$ cat config.mk
export PLATFORM = sky130hd
export DESIGN_NAME = des_key_sched
export DESIGN_NICKNAME = d
export VERILOG_FILES = /design/src/rtl/des_pkg.sv /design/src/rtl/des_pc2.sv /design/src/rtl/des_key_sched.sv
export SDC_FILE = /design/constraint.sdc
export NUM_CORES = 1
export LEC_CHECK = 0
export ABC_AREA = 1
export CORE_MARGIN = 5
export CORE_UTILIZATION = 50
export DETAILED_ROUTE_END_ITERATION = 8
export HOLD_SLACK_MARGIN = 0.06
export PLACE_DENSITY = 0.78
export SYNTH_ARGS = -nofsm -noshare
export SYNTH_HDL_FRONTEND = slang
export SYNTH_SLANG_ARGS = --single-unit
$ cat constraint.sdc
create_clock -name clk -period 1.7 [get_ports clk]
set_clock_uncertainty 0.05 [all_clocks]
set_input_delay 0.51 -clock clk [delete_from_list [all_inputs] [get_ports clk]]
set_output_delay 0.51 -clock clk [all_outputs]
set_load 0.1 [all_outputs]
$ cat src/rtl/des_pkg.sv
// des_pkg: DES key-schedule tables, widths, FSM states and permutation/rotation helpers.
package des_pkg;
  localparam int W28 = 28;
  localparam int W48 = 48;
  localparam int W56 = 56;
  localparam int W64 = 64;

  typedef enum logic [1:0] {S_IDLE, S_LOAD, S_RUN} state_t;

  // Entries are 1-based DES bit numbers of the source vector.
  localparam int PC1_T [W56] = '{
    57, 49, 41, 33, 25, 17,  9,
     1, 58, 50, 42, 34, 26, 18,
    10,  2, 59, 51, 43, 35, 27,
    19, 11,  3, 60, 52, 44, 36,
    63, 55, 47, 39, 31, 23, 15,
     7, 62, 54, 46, 38, 30, 22,
    14,  6, 61, 53, 45, 37, 29,
    21, 13,  5, 28, 20, 12,  4
  };

  localparam int PC2_T [W48] = '{
    14, 17, 11, 24,  1,  5,
     3, 28, 15,  6, 21, 10,
    23, 19, 12,  4, 26,  8,
    16,  7, 27, 20, 13,  2,
    41, 52, 31, 37, 47, 55,
    30, 40, 51, 45, 33, 48,
    44, 49, 39, 56, 34, 53,
    46, 42, 50, 36, 29, 32
  };

  localparam int SHIFT_T [16] = '{1, 1, 2, 2, 2, 2, 2, 2, 1, 2, 2, 2, 2, 2, 2, 1};

  function automatic logic [1:W56] pc1(input logic [1:W64] k);
    logic [1:W56] p;
    for (int i = 0; i < W56; i++) p[i+1] = k[PC1_T[i]];
    return p;
  endfunction

  function automatic logic [1:W48] pc2(input logic [1:W56] cd);
    logic [1:W48] p;
    for (int i = 0; i < W48; i++) p[i+1] = cd[PC2_T[i]];
    return p;
  endfunction

  function automatic logic [1:W28] rotl28(input logic [1:W28] x, input int n);
    return n == 1 ? {x[2:28], x[1]} : {x[3:28], x[1:2]};
  endfunction

  function automatic logic [1:W28] rotr28(input logic [1:W28] x, input int n);
    return n == 1 ? {x[28], x[1:27]} : {x[27:28], x[1:26]};
  endfunction
endpackage

$ cat src/rtl/des_pc2.sv
// des_pc2: combinational PC2 permutation of the 56-bit C||D state into a 48-bit subkey.
module des_pc2
  import des_pkg::*;
(
  input  logic [1:W56] cd,
  output logic [1:W48] sk
);
  assign sk = pc2(cd);
endmodule

$ cat src/rtl/des_key_sched.sv
// des_key_sched: sequential DES/3DES (EDE) key schedule streaming PC2 subkeys over valid/ready.
// Optional DES_KEY_PARITY_CHECK_EN adds parity_err and rejects keys with any even-parity byte.
module des_key_sched
  import des_pkg::*;
#(
  parameter int NUM_KEYS = 1,
  parameter bit OUT_REG  = 1
) (
  input  logic                   clk,
  input  logic                   rst,
  input  logic                   key_valid,
  output logic                   key_ready,
  input  logic [1:64*NUM_KEYS]   key_in,
  input  logic                   decrypt,
  output logic                   sk_valid,
  input  logic                   sk_ready,
  output logic [1:W48]           sk_out,
  output logic [3:0]             sk_round,
  output logic [1:0]             sk_key_idx,
  output logic                   sk_dec,
  output logic                   sk_last
`ifdef DES_KEY_PARITY_CHECK_EN
  ,
  output logic                   parity_err
`endif
);
  localparam int KW = W64 * NUM_KEYS;
  localparam logic [1:0] LAST_PASS = 2'(NUM_KEYS - 1);

  state_t state_q, state_d;
  logic [1:KW] keys_q, keys_d;
  logic dec_q, dec_d, pass_dec_q, pass_dec_d;
  logic sk_valid_q, sk_valid_d, key_ready_q, key_ready_d;
  logic [1:0] pass_q, pass_d;
  logic [3:0] round_q, round_d;
  logic [1:W28] c_q, c_d, d_q, d_d;
  logic [1:W64] pass_key;
  logic [1:W56] pc1_key, pc2_in;
  logic [1:W48] pc2_out, sk_out_q;
  logic key_hs, sk_hs, key_ok;

  if (NUM_KEYS != 1 && NUM_KEYS != 3) begin : g_bad
    $error("des_key_sched: NUM_KEYS must be 1 or 3");
  end

  // Encrypt walks keys K1..K3, decrypt walks K3..K1.
  if (NUM_KEYS == 3) begin : g_k3
    logic [1:0] key_idx;
    assign key_idx = dec_q ? LAST_PASS - pass_q : pass_q;
    assign pass_key = key_idx == 2'd0 ? keys_q[1:64] :
                      key_idx == 2'd1 ? keys_q[65:128] : keys_q[129:192];
  end else begin : g_k1
    assign pass_key = keys_q[1:64];
  end

`ifdef DES_KEY_PARITY_CHECK_EN
  logic par_err_q;
  always_comb begin
    key_ok = 1'b1;
    for (int b = 0; b < KW / 8; b++) key_ok &= ^key_in[8*b+1 +: 8];
  end
  always_ff @(posedge clk) par_err_q <= rst ? 1'b0 : key_hs && !key_ok;
  assign parity_err = par_err_q;
`else
  assign key_ok = 1'b1;
`endif

  assign key_hs  = key_valid && key_ready_q;
  assign sk_hs   = sk_valid_q && sk_ready;
  assign pc1_key = pc1(pass_key);

  always_comb begin
    state_d     = state_q;
    keys_d      = keys_q;
    dec_d       = dec_q;
    pass_dec_d  = pass_dec_q;
    sk_valid_d  = sk_valid_q;
    key_ready_d = key_ready_q;
    pass_d      = pass_q;
    round_d     = round_q;
    c_d         = c_q;
    d_d         = d_q;
    if (state_q == S_IDLE && key_hs && key_ok) begin
      state_d     = S_LOAD;
      keys_d      = key_in;
      dec_d       = decrypt;
      pass_d      = 2'd0;
      round_d     = 4'd0;
      key_ready_d = 1'b0;
    end
    // Encrypt pre-rotates for round 0; decrypt's round 0 uses PC1 as-is.
    if (state_q == S_LOAD) begin
      pass_dec_d = dec_q ^ (pass_q == 2'd1);
      c_d        = pass_dec_d ? pc1_key[1:28]  : rotl28(pc1_key[1:28], SHIFT_T[0]);
      d_d        = pass_dec_d ? pc1_key[29:56] : rotl28(pc1_key[29:56], SHIFT_T[0]);
      round_d    = 4'd0;
      sk_valid_d = 1'b1;
      state_d    = S_RUN;
    end
    if (state_q == S_RUN && sk_hs) begin
      if (round_q == 4'd15) begin
        sk_valid_d  = 1'b0;
        state_d     = pass_q == LAST_PASS ? S_IDLE : S_LOAD;
        key_ready_d = pass_q == LAST_PASS;
        pass_d      = pass_q == LAST_PASS ? pass_q : pass_q + 2'd1;
      end else begin
        round_d = round_q + 4'd1;
        c_d = pass_dec_q ? rotr28(c_q, SHIFT_T[4'd15 - round_q]) : rotl28(c_q, SHIFT_T[round_q + 4'd1]);
        d_d = pass_dec_q ? rotr28(d_q, SHIFT_T[4'd15 - round_q]) : rotl28(d_q, SHIFT_T[round_q + 4'd1]);
      end
    end
  end

  // Registered output permutes the next C/D so both modes present the same cycle's subkey.
  assign pc2_in = OUT_REG ? {c_d, d_d} : {c_q, d_q};

  des_pc2 u_pc2 (
    .cd (pc2_in),
    .sk (pc2_out)
  );

  always_ff @(posedge clk) begin
    if (rst) begin
      state_q     <= S_IDLE;
      keys_q      <= '0;
      dec_q       <= 1'b0;
      pass_dec_q  <= 1'b0;
      sk_valid_q  <= 1'b0;
      key_ready_q <= 1'b1;
      pass_q      <= 2'd0;
      round_q     <= 4'd0;
      c_q         <= '0;
      d_q         <= '0;
      sk_out_q    <= '0;
    end else begin
      state_q     <= state_d;
      keys_q      <= keys_d;
      dec_q       <= dec_d;
      pass_dec_q  <= pass_dec_d;
      sk_valid_q  <= sk_valid_d;
      key_ready_q <= key_ready_d;
      pass_q      <= pass_d;
      round_q     <= round_d;
      c_q         <= c_d;
      d_q         <= d_d;
      sk_out_q    <= pc2_out;
    end
  end

  assign key_ready  = key_ready_q;
  assign sk_valid   = sk_valid_q;
  assign sk_out     = OUT_REG ? sk_out_q : pc2_out;
  assign sk_round   = round_q;
  assign sk_key_idx = pass_q;
  assign sk_dec     = pass_dec_q;
  assign sk_last    = sk_valid_q && pass_q == LAST_PASS && round_q == 4'd15;
endmodule

==> metrics.cfg <==
[logic_synthesis]
synth_nets=1399
synth_largest_area_cell=dfxtp_1
synth_seq_cells=124
syn_inst=1322
synth.area.top_cells=dfxtp_1 (30%), nand3_1 (14%), nand2_1 (11%), nor2_1 (7.8%), o21ai_0 (6.6%)
syn-cell-area_sq_mm=0.00831
synth_edf_count=0
ys_warn_count=0
yosysSeqAreaShare_pct=29.9
syn_avg_cell_area_sq_um=6.29
synth.distinct_cells=31
asyncSetResetFlopFracSynth_pct=0
yosysTopAreaCellShare_pct=29.9
ys.flop_type=dfxtp_1

[hold_path]
min_to=keys_q[55]
min_path_cells=2
min_path_type=register to register
min_from=keys_q[55]

[clock_network]
htree_levels=4
tritoncts=built
clk_path_buf_depth=2
cts_sinks=124
cts_buffers=17
insertion_delay_ns=0.42
cts.clk_slew.worst_paths_ns=0.06
clockRootBuffer=clkbuf_16
ctsHoldBuffers=0

[setup_path]
cp.required_ns=2.00
r2r-start=sk_round[1]
critPathArrivalTime_ns=2.43
cp_common_cell=nand3_1
r2r_end=c_q[4]
rrSetupSlack_ns=-0.43
path_cells=buf_6 > buf_4 > ha_1 > inv_1 > nand3_1 > nand3_2 > nand2_4 > buf_4 > buf_6 > nand3_1 > nand3_1 > nand2_1 > nand2_1 > a21oi_2
cp-end-kind=register
cp-start-kind=register
cp_slowest_cell=dfxtp_4
crit_fanout=14
worstRegToRegCells=14
crit_buf_inv=5
worst_path_largest_cell_delay_ns=0.36
critPathKind=register to register
path_delay_family=simple AND/OR/NAND/NOR gates

[placement]
pre_cts_slack_ns=-0.391
io_buffer_count=118
place_area_sq_mm=0.0101
gp_routability_congestion=0.865
dpl.hpwl_mm=15.9

[finish]
fillers=1230
syn_to_final_growth_pct=38.4
regArea_sq_mm=0.00251
drive_above_1_share_pct=25.1
multi_input_area_sq_mm=0.00472
diodes=0
final_common_cell=nand3_1
fin_nets=1472
finalInstanceArea_sq_mm=0.0115
final_cell_mix=nand3_1 (208), nand2_1 (207), nor2_1 (170)

[floorplanning]
placementRows=47
die_y_um=139
die_w_um=139
die_area_sq_mm=0.0193
start_util_pct=50.5
core_region_area_sq_mm=0.0165
io_pins=127

[timing]
setup_viol=60
fin_ws_ns=-0.427
tightest_slew_ns=0.439
drv_slew=0
rsz0062_at_grt=yes
hold_violations=0
max_freq_mhz=470
fin_crit_sh_pct=125
slew-limit-headroom_pct=70.7
min_period_ns=2.13

[power_and_ir_drop]
internal-power_mw=6.42
clkPwrFrac_pct=38.1
seqPwrFrac_pct=35.2
p_leak_nw=4.92
power_frac_comb_pct=26.7
p_per_area_mw_per_mm2=832
ir_drop_uv=806
swShare_pct=33.0
netSwitchingPower_mw=3.16

[global_routing]
grt-ovfl-total=0
grt_usage_pct=25.6
grt_pass1_wl_mm=41.9
antenna_found_initial=0
grt_max_degree=63
grt_pass1_vias=8603

[drt]
vias_per_cell=5.90
drt-initial-drc-count=1532
ant_nets=0
wl_per_cell_um=17.1
num_vias=9598
drc=1
routed_wl_mm=27.8
dr.pass1.iters=9

[flow_run]
maxCapViolCount=0

[status]
outcome=finished, violations left
violations=DRC, setup timing

logic make-up (layout without fill, tap and decap cells):
group | after synthesis | in the layout | synth area share [%]
simple gates | 658 | 658 | 33.9
buf+inv | 287 | 372 | 17.7
compound gates | 245 | 245 | 17.4
flops | 124 | 124 | 29.9
fa+ha+maj | 8 | 8 | 1.20
cell type report:
cell class,count,share of cell area (%)
clock inverter,5,0.457
timing repair buffer,206,25.1
inverter,135,4.47
multi-input combinational,911,41.1
sequential,124,21.8
clock buffer,26,4.71
tap,220,2.39
Yosys cell counts, types with 3 or more instances:
cell      number
a21oi_1       32
nand2_1      241
nand2_2        4
nor2_1       172
dfxtp_1      124
a21oi_2       35
ha_1           8
inv_1         92
inv_2         43
buf_2         28
clkbuf_1      41
buf_1          7
buf_6         20
o22ai_1       55
o21ai_0      109
nand4_1        3
buf_4         55
o21ai_1        9
nand3_1      228
layer usage:
layer	global-route usage [%]	up-vias	part of all wire, %	routed length (um)
met5	0	-	0	0
met4	11.1	0	4.4	1240
met3	6.34	157	12	3240
met2	40.3	699	45	12600
met1	33.5	4322	39	10700
li1	-	4420	-	-
repair_timing:
item,in CTS,in global routing
pin swaps,10,25
endpoints found under the hold margin,0,0
endpoints found under the setup margin,60,63
resized for setup,37,74
buffers inserted,9,12
gates cloned,5,4
worst reg2reg max path, cell delays in order (launching register included):
cell and delay, ns:
dfxtp_4 0.36, buf_6 0.13, buf_4 0.14, ha_1 0.18, inv_1 0.07, nand3_1 0.10
nand3_2 0.11, nand2_4 0.11, buf_4 0.16, buf_6 0.15, nand3_1 0.08, nand3_1 0.11
nand2_1 0.10, nand2_1 0.07, a21oi_2 0.14
flip-flops by register name, summed over array words and instances, names as in the netlist:
signal      count
sk_round        4
dec_q           1
c_q            27
d_q            27
state_q         2
sk_key_idx      2
sk_dec          1
key_ready       1
sk_valid        1
keys_q         56
sk_out          2
metrics by stage:
| step | util (%) | hold WS [ns] | cells | TNS [ns] | total power [mW] |
|---|---|---|---|---|---|
| global route | 69.9 | 0.467 | 1627 | -22.75 | 9.93 |
| floorplan | - | 0.389 | 1322 | -14.84 | 5.05 |
| finish | 69.9 | 0.447 | 1627 | -18.60 | 9.57 |
| detailed placement | 61.5 | 0.435 | 1568 | -29.02 | 5.82 |
| CTS | 67.2 | 0.445 | 1613 | -16.54 | 9.47 |
| global placement | 61.5 | 0.428 | 1568 | -27.24 | 5.77 |
worst max path at each step:
stage,from,endpoint,slack [ns],depth (start not counted)
CTS,sk_round[0],sk_last,-0.40,6
finish,sk_round[1],c_q[4],-0.43,14
floorplan,sk_round[1],sk_last,-0.66,5
global placement,sk_ready,c_q[20],-0.38,9
global route,sk_round[0],c_q[4],-0.51,14
detailed placement,sk_ready,d_q[24],-0.39,9
power groups by stage:
stage                     logic [mW]  clock network, mW  registers [mW]
after floorplan                 1.68                  0            3.37
after global placement          2.35                  0            3.42
after detailed placement        2.39                  0            3.42
after CTS                       2.44               3.67            3.36
after global routing            2.72               3.81            3.40
final                           2.55               3.65            3.37
Power figures use the tool's default switching activity.
